### config.mk
export PLATFORM = sky130hd
export DESIGN_NAME = mioc_zline_filter
export DESIGN_NICKNAME = d
export VERILOG_FILES = /design/src/rtl/mioc_zline_filter.sv
export SDC_FILE = /design/constraint.sdc
export NUM_CORES = 1
export LEC_CHECK = 0
export CAP_MARGIN = 40
export CORE_MARGIN = 2
export CORE_UTILIZATION = 50
export DETAILED_ROUTE_END_ITERATION = 10
export GPL_TIMING_DRIVEN = 0
export PLACE_DENSITY = 0.76
export SLEW_MARGIN = 20
export SYNTH_ARGS = -nofsm -noshare
export SYNTH_HDL_FRONTEND = slang
export SYNTH_SLANG_ARGS = --single-unit
### constraint.sdc
create_clock -name clk -period 1.8 [get_ports clk]
set_input_delay 0.36 -clock clk [delete_from_list [all_inputs] [get_ports clk]]
set_output_delay 0.36 -clock clk [all_outputs]
set_load 0.01 [all_outputs]
### src/rtl/mioc_zline_filter.sv
// mioc_zline_filter: synchronise, deglitch and edge-detect the open-drain z line, counting falls.
// Optional sticky fall interrupt (irq/irq_clr) when MIOC_ZFILT_IRQ_EN is defined.
module mioc_zline_filter #(
  parameter int FILT_CYCLES = 4,
  parameter int CNT_W       = 8
) (
  input  logic             clk,
  input  logic             rst_n,
  input  logic             z,
  input  logic             cnt_clr,
`ifdef MIOC_ZFILT_IRQ_EN
  input  logic             irq_clr,
  output logic             irq,
`endif
  output logic             z_filt,
  output logic             rise_pulse,
  output logic             fall_pulse,
  output logic             glitch,
  output logic [CNT_W-1:0] fall_cnt
);
  localparam int FW = $clog2(FILT_CYCLES + 1);
  localparam logic [FW-1:0] LAST = FW'(FILT_CYCLES - 1);
  typedef enum logic [1:0] {HIGH, FALL_PEND, LOW, RISE_PEND} state_t;
  state_t state;
  logic [FW-1:0] filt_cnt;
  logic z_meta, z_sync;
  always_ff @(posedge clk or negedge rst_n) begin
    if (!rst_n) begin
      z_meta     <= 1'b1;
      z_sync     <= 1'b1;
      z_filt     <= 1'b1;
      rise_pulse <= 1'b0;
      fall_pulse <= 1'b0;
      glitch     <= 1'b0;
      state      <= HIGH;
      filt_cnt   <= '0;
    end else begin
      z_meta     <= z;
      z_sync     <= z_meta;
      rise_pulse <= 1'b0;
      fall_pulse <= 1'b0;
      glitch     <= 1'b0;
      unique case (state)
        HIGH: if (!z_sync) begin
          state    <= FALL_PEND;
          filt_cnt <= '0;
        end
        FALL_PEND: if (z_sync) begin
          state    <= HIGH;
          glitch   <= 1'b1;
          filt_cnt <= '0;
        end else if (filt_cnt == LAST) begin
          state      <= LOW;
          z_filt     <= 1'b0;
          fall_pulse <= 1'b1;
          filt_cnt   <= '0;
        end else filt_cnt <= filt_cnt + 1'b1;
        LOW: if (z_sync) begin
          state    <= RISE_PEND;
          filt_cnt <= '0;
        end
        RISE_PEND: if (!z_sync) begin
          state    <= LOW;
          glitch   <= 1'b1;
          filt_cnt <= '0;
        end else if (filt_cnt == LAST) begin
          state      <= HIGH;
          z_filt     <= 1'b1;
          rise_pulse <= 1'b1;
          filt_cnt   <= '0;
        end else filt_cnt <= filt_cnt + 1'b1;
      endcase
    end
  end
  // clear takes effect first, so a coincident fall still lands as a count of one
  always_ff @(posedge clk or negedge rst_n) begin
    if (!rst_n) fall_cnt <= '0;
    else if (cnt_clr) fall_cnt <= CNT_W'(fall_pulse);
    else if (fall_pulse && fall_cnt != '1) fall_cnt <= fall_cnt + 1'b1;
  end
`ifdef MIOC_ZFILT_IRQ_EN
  always_ff @(posedge clk or negedge rst_n) begin
    if (!rst_n) irq <= 1'b0;
    else if (fall_pulse) irq <= 1'b1;
    else if (irq_clr) irq <= 1'b0;
  end
`endif
endmodule

==> run summary <==
Hold Path Cell Cnt = 0
Syn Inst Count = 84
Die Area = 2150 um^2
CP cell instances = clkdlybuf4s50_1
r2r endpoint = fall_cnt[1]
Worst-Skew Late Latency = 0.29 ns
Reg clk slew, reported paths = 0.10 ns
area of placed instances = 1080 um^2
number of synthesized flops with an enable pin = 0
Reg2Reg Launch Point = fall_cnt[0]
Sink Count = 19
overall power = 0.919 mW
final wirelength = 1630 um
footprint of the multi-input gates = 377 um^2
leakage power = 0.480 nW
Peak VDD IR = 0.558 mV
critical path endpoint category = primary output
Setup Buffers After CTS = 0
startpoint types = flip-flop
Avg WL per Cell = 12.7 um
post-route clock period utilization = 96.0%
CP max FO = 3
Die Y-Extent = 46.4 um
Peak Freq = 578 MHz
largest area contributor in the netlist = dfrtp_1
Fillers = 145
Fin. Hold Viols = 0
max incr delay on CP = 0.55 ns
Boundary Pins = 16
DRC violations left = 0
hpwl dp = 1170 um
GRT Util Overall = 17.2%
Unique masters post-synth = 34
first-pass GRT wire length = 2540 um
initial core utilization = 52.5%
Final Core Density = 64.9%
nets = 110
hold path startpoint = z_meta
most instantiated cells after synthesis = dfrtp_1 (16), a21oi_1 (6), o21ai_0 (5)
Most used DFF post-synth = dfrtp_1
Row Count = 15
dominant delay contributor by cell family on the critical path = flip-flops
initial antenna violation count = 0
MaxCap Viol Count = 0
Syn Area/Cell = 10.7 um^2
Final Wtd Congestion = 0.792
Hold Crit Class = reg -> reg
Max clock buf depth = 2
Synth-to-Final Area Change = 23.6%
unrepaired setup endpoints after global routing = no
Synth top area share = 44.6%
Crit Path Class = reg -> out
largest net degree at the start of global routing = 12
Layout Skew = 0.00144 ns
R2R Setup Slk = 0.22 ns
CTS tree = built
fraction of layout cells with a size suffix above 1 = 15.5%
IO buf count = 14
CP Data Arrival Time = 1.37 ns
Finished Cell Area = 1110 um^2
worst reg-to-reg path cell count = 5
routed vias/inst = 5.48
P per Cell Area = 829 nW/um^2
n_diodes = 0
worst slew pin tran = 0.483 ns
Clk Tree Root Cell = clkbuf_4
Synthesized Nets = 90
vias in the first global route = 620
H-tree levels = 1
slowest CP cell = dfstp_2
hold slack = 0.365 ns
Initial DRC Count = 24
setup_tns = 0 ns
TritonCTS Buffers = 3
min cycle time layout = 1.73 ns
global route overflow = 0
register area = 480 um^2
vias after detailed routing = 702
Rel. slew slack = 67.7%
Hold Path End = z_sync
TritonRoute pass-1 iters = 4
dominant cells by area after synthesis = dfrtp_1 (45%), dfstp_2 (8.8%), a21oi_1 (3.3%), ha_1 (2.8%), nand2b_1 (2.8%)
most frequent cell after synthesis = dfrtp_1
Routed Antenna Nets = 0
Core Area = 1710 um^2
status = finished, final reports clean
Yosys reg bits = 19
Max Slew Vio Count = 0
sequential element share of the synthesized area = 53.4%
Required @ worst endpoint = 1.44 ns
CP bufs+invs = 1
Synth async-reset ratio = 100%
die width = 46.4 um
Syn. warnings = 0
Final setup viols = 0
synthesized cell area = 897 um^2
-- routing by layer --
metal  track usage [%]  vias to the layer above  part of all wire, %  wire length (um)
li1                  -                      347                    -                 -
met1              21.3                      332                   46               757
met2              26.9                       19                   48               776
met3              3.92                        4                  3.9                64
met4              10.9                        0                  2.0                32
met5                 0                        -                    0                 0
-- per-stage QoR --
| stage | std cells | setup slack [ns] |
|---|---|---|
| 2_1_floorplan | 84 | 0.331 |
| 3_3_place_gp | 123 | 0.274 |
| 3_5_place_dp | 124 | 0.263 |
| 4_1_cts | 128 | 0.0537 |
| 5_1_grt | 128 | 0.0353 |
| 6_report | 128 | 0.0712 |
-- state kept, by name, indices dropped and copies added (netlist names), named ones only --
signal      count
z_sync          1
fall_cnt        8
state           1
rise_pulse      1
filt_cnt        3
z_meta          1
glitch          1
fall_pulse      1
z_filt          1
-- kinds of logic (layout without fill, tap and decap cells) --
group                    Yosys count  in the layout  share of synthesized area, %
AND/OR/NAND/NOR                   32             32                          21.8
AO/OA/AOI/OAI                     21             21                          15.3
flip-flops                        19             19                          53.4
buffers and inverters              8             27                          4.60
adder cells (fa/ha/maj)            2              2                          2.79
XOR/XNOR                           1              1                         0.976
multiplexers                       1              1                          1.12
-- worst max-delay path by stage --
stage | startpoint | to | cells past startpoint
final | z_filt | z_filt | 1
after floorplan | fall_cnt[0] | fall_cnt[0] | 5
after CTS | z_filt | z_filt | 1
after global placement | fall_cnt[0] | fall_cnt[1] | 5
after detailed placement | fall_cnt[0] | fall_cnt[1] | 5
after global routing | z_filt | z_filt | 1
-- power by group --
group | internal (mW) | switching [mW]
logic | 0.0908 | 0.0849
clock network | 0.0825 | 0.120
registers | 0.485 | 0.0563
total | 0.658 | 0.261
-- cell usage in the layout, fill, tap and decap left out, types with 2 or more instances in the layout --
cell type,n
inv_1,3
ha_1,2
buf_2,3
nor3_1,4
clkdlybuf4s50_1,14
buf_6,2
nand3_1,2
a311oi_1,2
a31oi_1,2
nor3b_1,2
nand3b_1,3
nor2b_1,3
clkbuf_4,3
and3_1,3
nand2_1,4
dfstp_2,3
o21ai_0,5
nand2b_1,4
dfrtp_1,15
a21oi_1,6
-- area by class of cell --
| type | count | share of cell area, % |
|---|---|---|
| clock buffers | 3 | 2.03 |
| well taps | 25 | 2.82 |
| clock inverters | 1 | 0.451 |
| multi-input cells | 57 | 34.0 |
| plain buffers | 5 | 2.71 |
| inverters | 3 | 1.02 |
| flip-flops and latches | 19 | 43.3 |
| repair buffers | 15 | 13.7 |
-- repair_timing --
| item | 4_1_cts | 5_1_grt |
|---|---|---|
| resized for setup | 0 | 1 |
| hold buffers | 0 | 0 |
| setup endpoints to repair | 0 | 1 |
(Power assumes the default switching activity.)
